File: config.mk
export PLATFORM = sky130hd
export DESIGN_NAME = wb_stage
export DESIGN_NICKNAME = d
export VERILOG_FILES = /design/src/rtl/wb_stage.sv
export SDC_FILE = /design/constraint.sdc
export NUM_CORES = 1
export LEC_CHECK = 0
export BUFFER_PORTS_ARGS = -buffer_cell sky130_fd_sc_hd__buf_4
export CAP_MARGIN = 15
export CORE_MARGIN = 8
export CORE_UTILIZATION = 39
export DETAILED_ROUTE_END_ITERATION = 8
export PLACE_DENSITY_LB_ADDON = 0.3
export SYNTH_ARGS = -nofsm -noshare
export SYNTH_HDL_FRONTEND = slang
export SYNTH_SLANG_ARGS = --single-unit
File: constraint.sdc
create_clock -name clk -period 10.7 [get_ports clk]
set_clock_uncertainty 0.05 [all_clocks]
set_input_delay 2.14 -clock clk [delete_from_list [all_inputs] [get_ports clk]]
set_output_delay 2.14 -clock clk [all_outputs]
set_load 0.03 [all_outputs]
File: src/rtl/wb_stage.sv
// -----------------------------------------------------------------------------
// wb_stage -- MEM/WB pipeline register plus write-back, syscall and halt logic
//
// Captures the MEM-stage instruction into the MEM/WB register, then drives the
// register-file write port (RegWrite / w1_num / Reg_write_data) straight from
// that register so the decode stage can write on the following negedge.
// Syscalls retire here: a syscall whose $v0 equals HALT_CODE halts the core;
// any other syscall latches $a0 into disp_data and pulses disp_valid.
//
// Handshake: there is no valid/ready pair. An instruction held in the MEM/WB
// register retires at the end of a cycle in which it is valid, stall is low
// and the FSM is in RUN. stall holds the register; flush clears the captured
// valid on the next edge and takes priority over stall.
//
// Ports
//   clk, rst          clock, asynchronous active-high reset
//   stall, flush      hold register / insert bubble (flush wins)
//   in_*              MEM-stage instruction fields and result sources
//   RegWrite          register-file write enable
//   w1_num            register-file write index
//   Reg_write_data    register-file write data
//   halt              sticky halt flag (FSM in HALT)
//   disp_data         last displayed syscall value
//   disp_valid        one-cycle pulse when disp_data updates
//   retired_count     retired instruction count (wraps)
//   state_dbg         FSM state for observation (0 = RUN, 1 = HALT)
// -----------------------------------------------------------------------------
module wb_stage #(
    parameter logic [31:0] HALT_CODE = 32'd10,
    parameter logic [4:0]  JAL_REG   = 5'd31
) (
    input  logic        clk,
    input  logic        rst,
    input  logic        stall,
    input  logic        flush,
    input  logic        in_valid,
    input  logic        in_reg_write,
    input  logic        in_memtoreg,
    input  logic        in_jal,
    input  logic        in_regdst,
    input  logic        in_syscall,
    input  logic [4:0]  in_rt,
    input  logic [4:0]  in_rd,
    input  logic [31:0] in_alu_result,
    input  logic [31:0] in_mem_data,
    input  logic [31:0] in_pc_plus_4,
    input  logic [31:0] in_v0,
    input  logic [31:0] in_a0,
    output logic        RegWrite,
    output logic [4:0]  w1_num,
    output logic [31:0] Reg_write_data,
    output logic        halt,
    output logic [31:0] disp_data,
    output logic        disp_valid,
    output logic [31:0] retired_count,
    output logic        state_dbg
);

    typedef enum logic {
        S_RUN  = 1'b0,
        S_HALT = 1'b1
    } state_t;

    state_t state_q;
    state_t state_d;

    // MEM/WB pipeline register
    logic        r_valid;
    logic        r_reg_write;
    logic        r_memtoreg;
    logic        r_jal;
    logic        r_regdst;
    logic        r_syscall;
    logic [4:0]  r_rt;
    logic [4:0]  r_rd;
    logic [31:0] r_alu_result;
    logic [31:0] r_mem_data;
    logic [31:0] r_pc_plus_4;
    logic [31:0] r_v0;
    logic [31:0] r_a0;

    logic [31:0] cnt_q;
    logic [31:0] disp_data_q;
    logic        disp_valid_q;

    logic        retire;
    logic        halt_hit;
    logic        disp_hit;

    // -------------------------------------------------------------------------
    // MEM/WB register. On flush only valid is cleared; the stale fields are
    // harmless because every consumer is qualified by r_valid.
    // -------------------------------------------------------------------------
    always_ff @(posedge clk or posedge rst) begin
        if (rst) begin
            r_valid      <= 1'b0;
            r_reg_write  <= 1'b0;
            r_memtoreg   <= 1'b0;
            r_jal        <= 1'b0;
            r_regdst     <= 1'b0;
            r_syscall    <= 1'b0;
            r_rt         <= 5'd0;
            r_rd         <= 5'd0;
            r_alu_result <= 32'd0;
            r_mem_data   <= 32'd0;
            r_pc_plus_4  <= 32'd0;
            r_v0         <= 32'd0;
            r_a0         <= 32'd0;
        end else if (flush) begin
            r_valid      <= 1'b0;
        end else if (!stall) begin
            r_valid      <= in_valid;
            r_reg_write  <= in_reg_write;
            r_memtoreg   <= in_memtoreg;
            r_jal        <= in_jal;
            r_regdst     <= in_regdst;
            r_syscall    <= in_syscall;
            r_rt         <= in_rt;
            r_rd         <= in_rd;
            r_alu_result <= in_alu_result;
            r_mem_data   <= in_mem_data;
            r_pc_plus_4  <= in_pc_plus_4;
            r_v0         <= in_v0;
            r_a0         <= in_a0;
        end
    end

    // -------------------------------------------------------------------------
    // FSM state register
    // -------------------------------------------------------------------------
    always_ff @(posedge clk or posedge rst) begin
        if (rst) begin
            state_q <= S_RUN;
        end else begin
            state_q <= state_d;
        end
    end

    // -------------------------------------------------------------------------
    // FSM next state and retirement decode. A stalled instruction does not
    // retire this cycle, so it is counted exactly once: in the cycle the stall
    // finally drops.
    // -------------------------------------------------------------------------
    always_comb begin
        state_d  = state_q;
        retire   = 1'b0;
        halt_hit = 1'b0;
        disp_hit = 1'b0;
        case (state_q)
            S_RUN: begin
                retire = r_valid && !stall;
                if (retire && r_syscall) begin
                    if (r_v0 == HALT_CODE) begin
                        halt_hit = 1'b1;
                        state_d  = S_HALT;
                    end else begin
                        disp_hit = 1'b1;
                    end
                end
            end
            S_HALT: begin
                state_d = S_HALT;
            end
            default: begin
                state_d = S_RUN;
            end
        endcase
    end

    // -------------------------------------------------------------------------
    // Write-back port, combinational from the MEM/WB register
    // -------------------------------------------------------------------------
    always_comb begin
        w1_num = r_rt;
        if (r_jal) begin
            w1_num = JAL_REG;
        end else if (r_regdst) begin
            w1_num = r_rd;
        end
    end

    always_comb begin
        Reg_write_data = r_alu_result;
        if (r_jal) begin
            Reg_write_data = r_pc_plus_4;
        end else if (r_memtoreg) begin
            Reg_write_data = r_mem_data;
        end
    end

    // Syscalls never write the register file, and writes to $0 are dropped
    // here so the register file never sees them.
    assign RegWrite = (state_q == S_RUN) && r_valid && (r_reg_write || r_jal)
                      && !r_syscall && (w1_num != 5'd0) && !stall;

    // -------------------------------------------------------------------------
    // Display register, retirement counter
    // -------------------------------------------------------------------------
    always_ff @(posedge clk or posedge rst) begin
        if (rst) begin
            disp_data_q  <= 32'd0;
            disp_valid_q <= 1'b0;
        end else begin
            disp_valid_q <= disp_hit;
            if (disp_hit) begin
                disp_data_q <= r_a0;
            end
        end
    end

    // Natural 32-bit wrap from 0xFFFFFFFF to 0; halt_hit is a retirement too.
    always_ff @(posedge clk or posedge rst) begin
        if (rst) begin
            cnt_q <= 32'd0;
        end else if (retire) begin
            cnt_q <= cnt_q + 32'd1;
        end
    end

    assign halt          = (state_q == S_HALT);
    assign disp_data     = disp_data_q;
    assign disp_valid    = disp_valid_q;
    assign retired_count = cnt_q;
    assign state_dbg     = state_q;

    // halt_hit only feeds the state transition above; kept as a named term
    // for checkers.
    logic halt_hit_unused;
    assign halt_hit_unused = halt_hit;

endmodule

==> flow_summary.json, run 1 <==
{
  "status": "completed",
  "period_minus_slack_ps": 5690,
  "fmax_mhz": 176,
  "grt.overflow.total": 0,
  "cts_tree": "built",
  "p_total_uw": 2750,
  "ys_async_sr_fraction_pct": 100,
  "die_y_microns": 176,
  "yosysWarnings": 0,
  "cts_buffers": 27,
  "synth.ff_latch_count": 242,
  "fillers": 2200,
  "slew_violations": 0,
  "drive_gt1_share_pct": 54.2,
  "antenna_left": 0,
  "first_pass_iters": 4,
  "worstSetupStartpointType": "input pin",
  "syn_inst": 706,
  "antenna_found_initial": 2,
  "synth-edff-count": 0,
  "relSlewSlack_pct": 17.8,
  "grt_first_pass_wirelength_microns": 39900,
  "htreeDepth": 1,
  "post_cts_buffers": 0,
  "synthToLayoutAreaGrowth_pct": 33.3,
  "detail_route.wirelength_microns": 24800,
  "ys_seq_area_share_pct": 60.5,
  "grtUsageTotal_pct": 15.7,
  "drt-initial-drc-count": 325,
  "rows": 58,
  "wl_per_cell_microns": 18.5,
  "start_util_pct": 39.8,
  "clock_sinks": 242,
  "synth_fp_nets": 887,
  "grt_pass1_vias": 7161,
  "crit_required_ps": 8510,
  "most-common-layout-cells": "289 x buf_4, 240 x dfrtp_1, 207 x mux2_2",
  "cp_common_cell": "buf_4",
  "clk_latency_ps": 530,
  "io_pins": 285,
  "grt_max_degree": 176,
  "setup_viol": 0,
  "fin_nets": 1168,
  "crit_path_max_incr_delay_ps": 550,
  "hold_buffers": 0,
  "finalSetupTns_ps": 0,
  "worst_pin_slew_ps": 1230,
  "syn_area_sq_mm": 0.0100,
  "final_common_cell": "buf_4",
  "cts_root_buf": "clkbuf_16",
  "clk_pin_slew_ps": 60,
  "vias": 6622,
  "dp_hpwl_microns": 17300,
  "vdd_drop_max_mv": 0.145,
  "ctsResizeCount": 0,
  "port_buffers": 284,
  "place.gp.congestion": 0.739,
  "cp_max_fo": 8,
  "drc_errors": 0,
  "critPathKind": "in2out",
  "die-area_sq_mm": 0.0311,
  "diodes": 0,
  "core_sq_mm": 0.0252,
  "p_per_area_mw_per_mm2": 206,
  "hold_viol": 0,
  "hold_path.class": "reg2reg",
  "path_cells": "buf_4 -> or3b_1 -> a2111oi_0 -> buf_4",
  "crit_family": "simple AND/OR/NAND/NOR gates",
  "critPathArrivalTime_ps": 3500,
  "synth_flop_cell": "dfrtp_1",
  "yosysUniqueCellTypes": 30,
  "cts_buffer_depth": 3,
  "die_x_microns": 176,
  "endpoint_kind": "output port",
  "vias_per_cell": 4.95,
  "rsz0062_at_grt": "false",
  "p_leak_uw": 0.00618,
  "crit_slowest_cell": "or3b_1",
  "avgSynthCellArea_sq_um": 14.2,
  "crit_buf_inv": 2,
  "max_cap_violations": 0,
  "fin_crit_sh_pct": 53.2
}
==> final cells by class <==
class,count,area [sq um],area share (%)
clock inverters,8,82.6,0.618
multi-input cells,422,3790,28.4
well taps,330,413,3.09
flip-flops and latches,242,6060,45.4
repair buffers,290,2190,16.4
clock buffers,42,802,6.01
inverters,4,22.5,0.169
==> sequential cells by signal (all words and copies together) (netlist names) <==
name and cells:
r_regdst 1, r_syscall 1, r_memtoreg 1, r_rd 5, r_reg_write 1, disp_data 32, r_alu_result 32, r_mem_data 32
retired_count 32, r_a0 32, r_pc_plus_4 32, disp_valid 1, r_jal 1, r_rt 5, r_v0 32, halt 1
r_valid 1
==> routing by layer <==
metal	part of all wire [%]	vias to the layer above	global-route usage (%)
met4	2.2	4	3.74
met3	9.3	36	6.41
met1	40	3313	19.1
met2	48	189	25.7
met5	0.11	-	0
li1	-	3080	-
==> report_power, final <==
| group | switching [uW] | internal (uW) | total, uW |
|---|---|---|---|
| clock | 366 | 540 | 906 |
| combinational | 368 | 313 | 680 |
| sequential | 89.5 | 1070 | 1160 |
==> cells in the mapped netlist (4+ instances only) <==
cell type  number  area, sq um
nand2_1        45          169
clkbuf_1       19         71.3
a211o_1         5         43.8
nor2_1          6         22.5
dfrtp_1       242         6060
inv_1           4         15.0
nand3_1        12         60.1
nor2b_1         5         31.3
and2_1          4         25.0
mux2i_1        33          330
o21ai_0        32          160
nand4_1        15         93.8
and4_1          4         35.0
buf_2          17         85.1
nor4_1          7         43.8
mux2_2        207         2330
xnor2_1        28          245
==> stage by stage <==
stage          utilization [%]  cells  setup slack [ps]  hold slack (ps)  area (sq um)
2_1_floorplan                -    706              1870              422         10000
3_3_place_gp              49.5   1288              4990              412         12500
3_5_place_dp              49.5   1288              5010              435         12500
4_1_cts                   53.0   1338              4990              442         13400
5_1_grt                   53.0   1338              4790              455         13400
6_report                  53.0   1338              5010              435         13400
==> kinds of logic (layout without fill, tap and decap cells) <==
logic type | after synthesis | count (layout) | synth area share [%]
compound gates | 40 | 40 | 2.35
xor+xnor | 31 | 31 | 2.71
fa+ha+maj | 1 | 1 | 0.125
buf+inv | 42 | 344 | 1.90
flops | 242 | 242 | 60.5
mux | 240 | 240 | 26.6
simple gates | 110 | 110 | 5.90
==> final timing paths <==
| kind | from | end | slack [ps] | cells after the start |
|---|---|---|---|---|
| worst max-delay path | stall | RegWrite | 5010 | 4 |
| worst min-delay path | retired_count[31] | retired_count[31] | 440 | 1 |
| worst max register to register | r_v0[24] | disp_data[7] | 8320 | 5 |
| worst min register to register | retired_count[31] | retired_count[31] | 440 | 1 |
| max in group asynchronous | rst | r_jal | 7430 | 3 |
| min in group asynchronous | rst | r_rd[2] | 1690 | 2 |
No activity file was read; power rests on OpenSTA's default activity.
==> inputs of run 2 (changes only) <==
--- a/config.mk
+++ b/config.mk
@@ -5,6 +5,7 @@
 export SDC_FILE = /design/constraint.sdc
 export NUM_CORES = 1
 export LEC_CHECK = 0
+export ABC_AREA = 1
 export BUFFER_PORTS_ARGS = -buffer_cell sky130_fd_sc_hd__buf_4
 export CAP_MARGIN = 15
 export CORE_MARGIN = 8
==> constraint.sdc (replaced) <==
create_clock -name clk -period 5.35 [get_ports clk]
set_clock_uncertainty 0.05 [all_clocks]
set_input_delay 1.07 -clock clk [delete_from_list [all_inputs] [get_ports clk]]
set_output_delay 1.07 -clock clk [all_outputs]
set_load 0.03 [all_outputs]
==> run 2 against run 1 <==
  * Global-route usage is 1.4 points higher
  * Clock-buffer cell count is 8 lower
  * Setup slack worse by 3800 ps
  * Via count is 23% higher
  * Non-clock buffer count stayed put
  * Critical endpoint is now Reg_write_data[31]
  * Cell area is 3.8% higher
  * Cell count is 26% higher
  * Utilization is 1.2 points lower
  * Register-to-register slack worse by 5400 ps
  * Routed wire length is 16% higher
  * Sequential power is 81% higher
  * First-iteration DRC count is 63% higher
==> flow_summary.json, run 2 <==
{
  "final_common_cell": "buf_4",
  "rrSetupSlack_ps": 2950,
  "crit_buf_inv": 3,
  "cp_max_fo": 34,
  "yosysWarnings": 0,
  "drt-initial-drc-count": 530,
  "fin_ws_ps": 1200,
  "path_depth": 6,
  "endpoint_kind": "output port",
  "worstSetupStartpointType": "flip-flop",
  "syn_inst": 1053,
  "clock_sinks": 242,
  "crit_start": "r_memtoreg",
  "most-common-layout-cells": "286 x buf_4, 262 x nand2_1, 241 x dfrtp_1",
  "vdd_drop_max_mv": 0.262,
  "ys_async_sr_fraction_pct": 100,
  "drive_gt1_share_pct": 34.8,
  "whs_path_depth": 2,
  "crit_path_max_incr_delay_ps": 930,
  "grt_pass1_vias": 8356,
  "ctsResizeCount": 0,
  "grt.overflow.total": 0,
  "vias": 8157,
  "p_leak_uw": 0.00687,
  "worstHoldStart": "disp_data[31]",
  "dpl_cell_area_sq_mm": 0.0129,
  "crit_family": "buffers and inverters",
  "critPathKind": "reg2out",
  "critPathArrivalTime_ps": 3030,
  "io_pins": 285,
  "avgSynthCellArea_sq_um": 9.99,
  "antenna_left": 0,
  "syn_area_sq_mm": 0.0105,
  "hold_buffers": 0,
  "slew_violations": 0,
  "synth-edff-count": 0,
  "finalSetupTns_ps": 0,
  "rsz0062_at_grt": "false",
  "relSlewSlack_pct": 29.0,
  "cts_tree": "built",
  "hold_viol": 0,
  "p_per_area_mw_per_mm2": 348,
  "fmax_mhz": 241,
  "max_cap_violations": 0,
  "synth_fp_nets": 1234,
  "drc_errors": 0,
  "synth_most_common_cell": "nand2_1",
  "final_util_pct": 51.9,
  "die-area_sq_mm": 0.0325,
  "path_cells": "buf_4 -> clkinv_1 -> o21ai_0 -> a21oi_1 -> a21oi_1 -> buf_4",
  "antenna_found_initial": 0,
  "fillers": 2458,
  "port_buffers": 284,
  "yosysTopAreaCell": "dfrtp_1",
  "synth_flop_cell": "dfrtp_1",
  "worstRegToRegCells": 5,
  "ys_seq_area_share_pct": 57.6,
  "yosysUniqueCellTypes": 33,
  "regToRegStartpoint": "r_valid",
  "crit_required_ps": 4230,
  "post_cts_buffers": 0,
  "clk_latency_ps": 530,
  "vias_per_cell": 4.85,
  "die_x_microns": 180,
  "status": "completed",
  "detail_route.wirelength_microns": 28700,
  "synthToLayoutAreaGrowth_pct": 31.7,
  "start_util_pct": 39.4,
  "synth.ff_latch_count": 242,
  "synth_commonest_cells": "262 x nand2_1, 242 x dfrtp_1, 101 x mux2_2",
  "diodes": 0,
  "grtUsageTotal_pct": 17.1,
  "htreeDepth": 1,
  "wl_per_cell_microns": 17.0,
  "period_minus_slack_ps": 4150,
  "place.gp.congestion": 0.819,
  "rows": 60,
  "dp_hpwl_microns": 20200,
  "synth_top_area_share_pct": 57.6,
  "clk_pin_slew_ps": 60,
  "crit_slowest_cell": "clkinv_1",
  "ff_latch_area_sq_mm": 0.00606,
  "fin_crit_sh_pct": 77.5,
  "cts_buffers": 27,
  "final_area_sq_mm": 0.0139,
  "synth_area_leaders": "dfrtp_1 58%, mux2_2 11%, nand2_1 9.3%",
  "dp_slack_ps": 1750,
  "die_y_microns": 180,
  "grt_max_degree": 127,
  "multi_input_area_sq_mm": 0.00382,
  "setup_viol": 0,
  "cts_root_buf": "clkbuf_16",
  "cts_buffer_depth": 3,
  "grt_first_pass_wirelength_microns": 45800,
  "core_sq_mm": 0.0267,
  "hold_path.class": "reg2reg",
  "worst_pin_slew_ps": 1060,
  "fin_nets": 1502,
  "first_pass_iters": 5
}
==> run 2: routing by layer <==
metal | up-vias | global-route usage, % | wire (microns) | part of all wire [%]
met5 | - | 0 | 0 | 0
met4 | 0 | 4.20 | 617 | 2.2
met3 | 35 | 5.91 | 2210 | 7.7
met2 | 225 | 29.0 | 14100 | 49
met1 | 3939 | 20.6 | 11800 | 41
li1 | 3958 | - | - | -
==> run 2: worst paths after layout <==
path	to
max	Reg_write_data[31]
min	disp_data[31]
max reg2reg	disp_data[3]
min reg2reg	disp_data[31]
max in group asynchronous	r_jal
min in group asynchronous	r_v0[19]
==> run 2: where the power goes <==
group	total [uW]	internal (uW)	switching [uW]
sequential	2100	2020	84.3
clock	1940	1170	770
combinational	790	348	442
==> run 2: per-stage QoR <==
step / cells / power [uW] / hold WS (ps)
4_1_cts: 1683 / 4880 / 420
6_report: 1683 / 4830 / 425
5_1_grt: 1683 / 5020 / 435
3_5_place_dp: 1633 / 2930 / 412
2_1_floorplan: 1053 / 2610 / 422
3_3_place_gp: 1633 / 2910 / 408
==> run 2: cell type report <==
class | count | share of cell area (%)
Timing Repair Buffer | 290 | 16.1
Tap cell | 341 | 3.08
Sequential cell | 242 | 43.7
Multi-Input combinational cell | 658 | 27.6
Clock buffer | 34 | 5.57
Inverter | 102 | 2.81
Clock inverter | 16 | 1.21
==> run 2: cells by family (layout without fill, tap and decap cells) <==
logic type / after synthesis / after routing / share of synthesized area, %
AND/OR/NAND/NOR: 387 / 387 / 15.7
flip-flops: 242 / 242 / 57.6
buffers and inverters: 153 / 442 / 6.20
AO/OA/AOI/OAI: 148 / 148 / 7.82
multiplexers: 101 / 101 / 10.8
XOR/XNOR: 21 / 21 / 1.82
adder cells (fa/ha/maj): 1 / 1 / 0.119
==> run 2: tightest hold or removal path, delay by kind of cell (launching register included) <==
kind	cells	cell delay [ps]
flip-flops	1	340
AND/OR/NAND/NOR	2	110
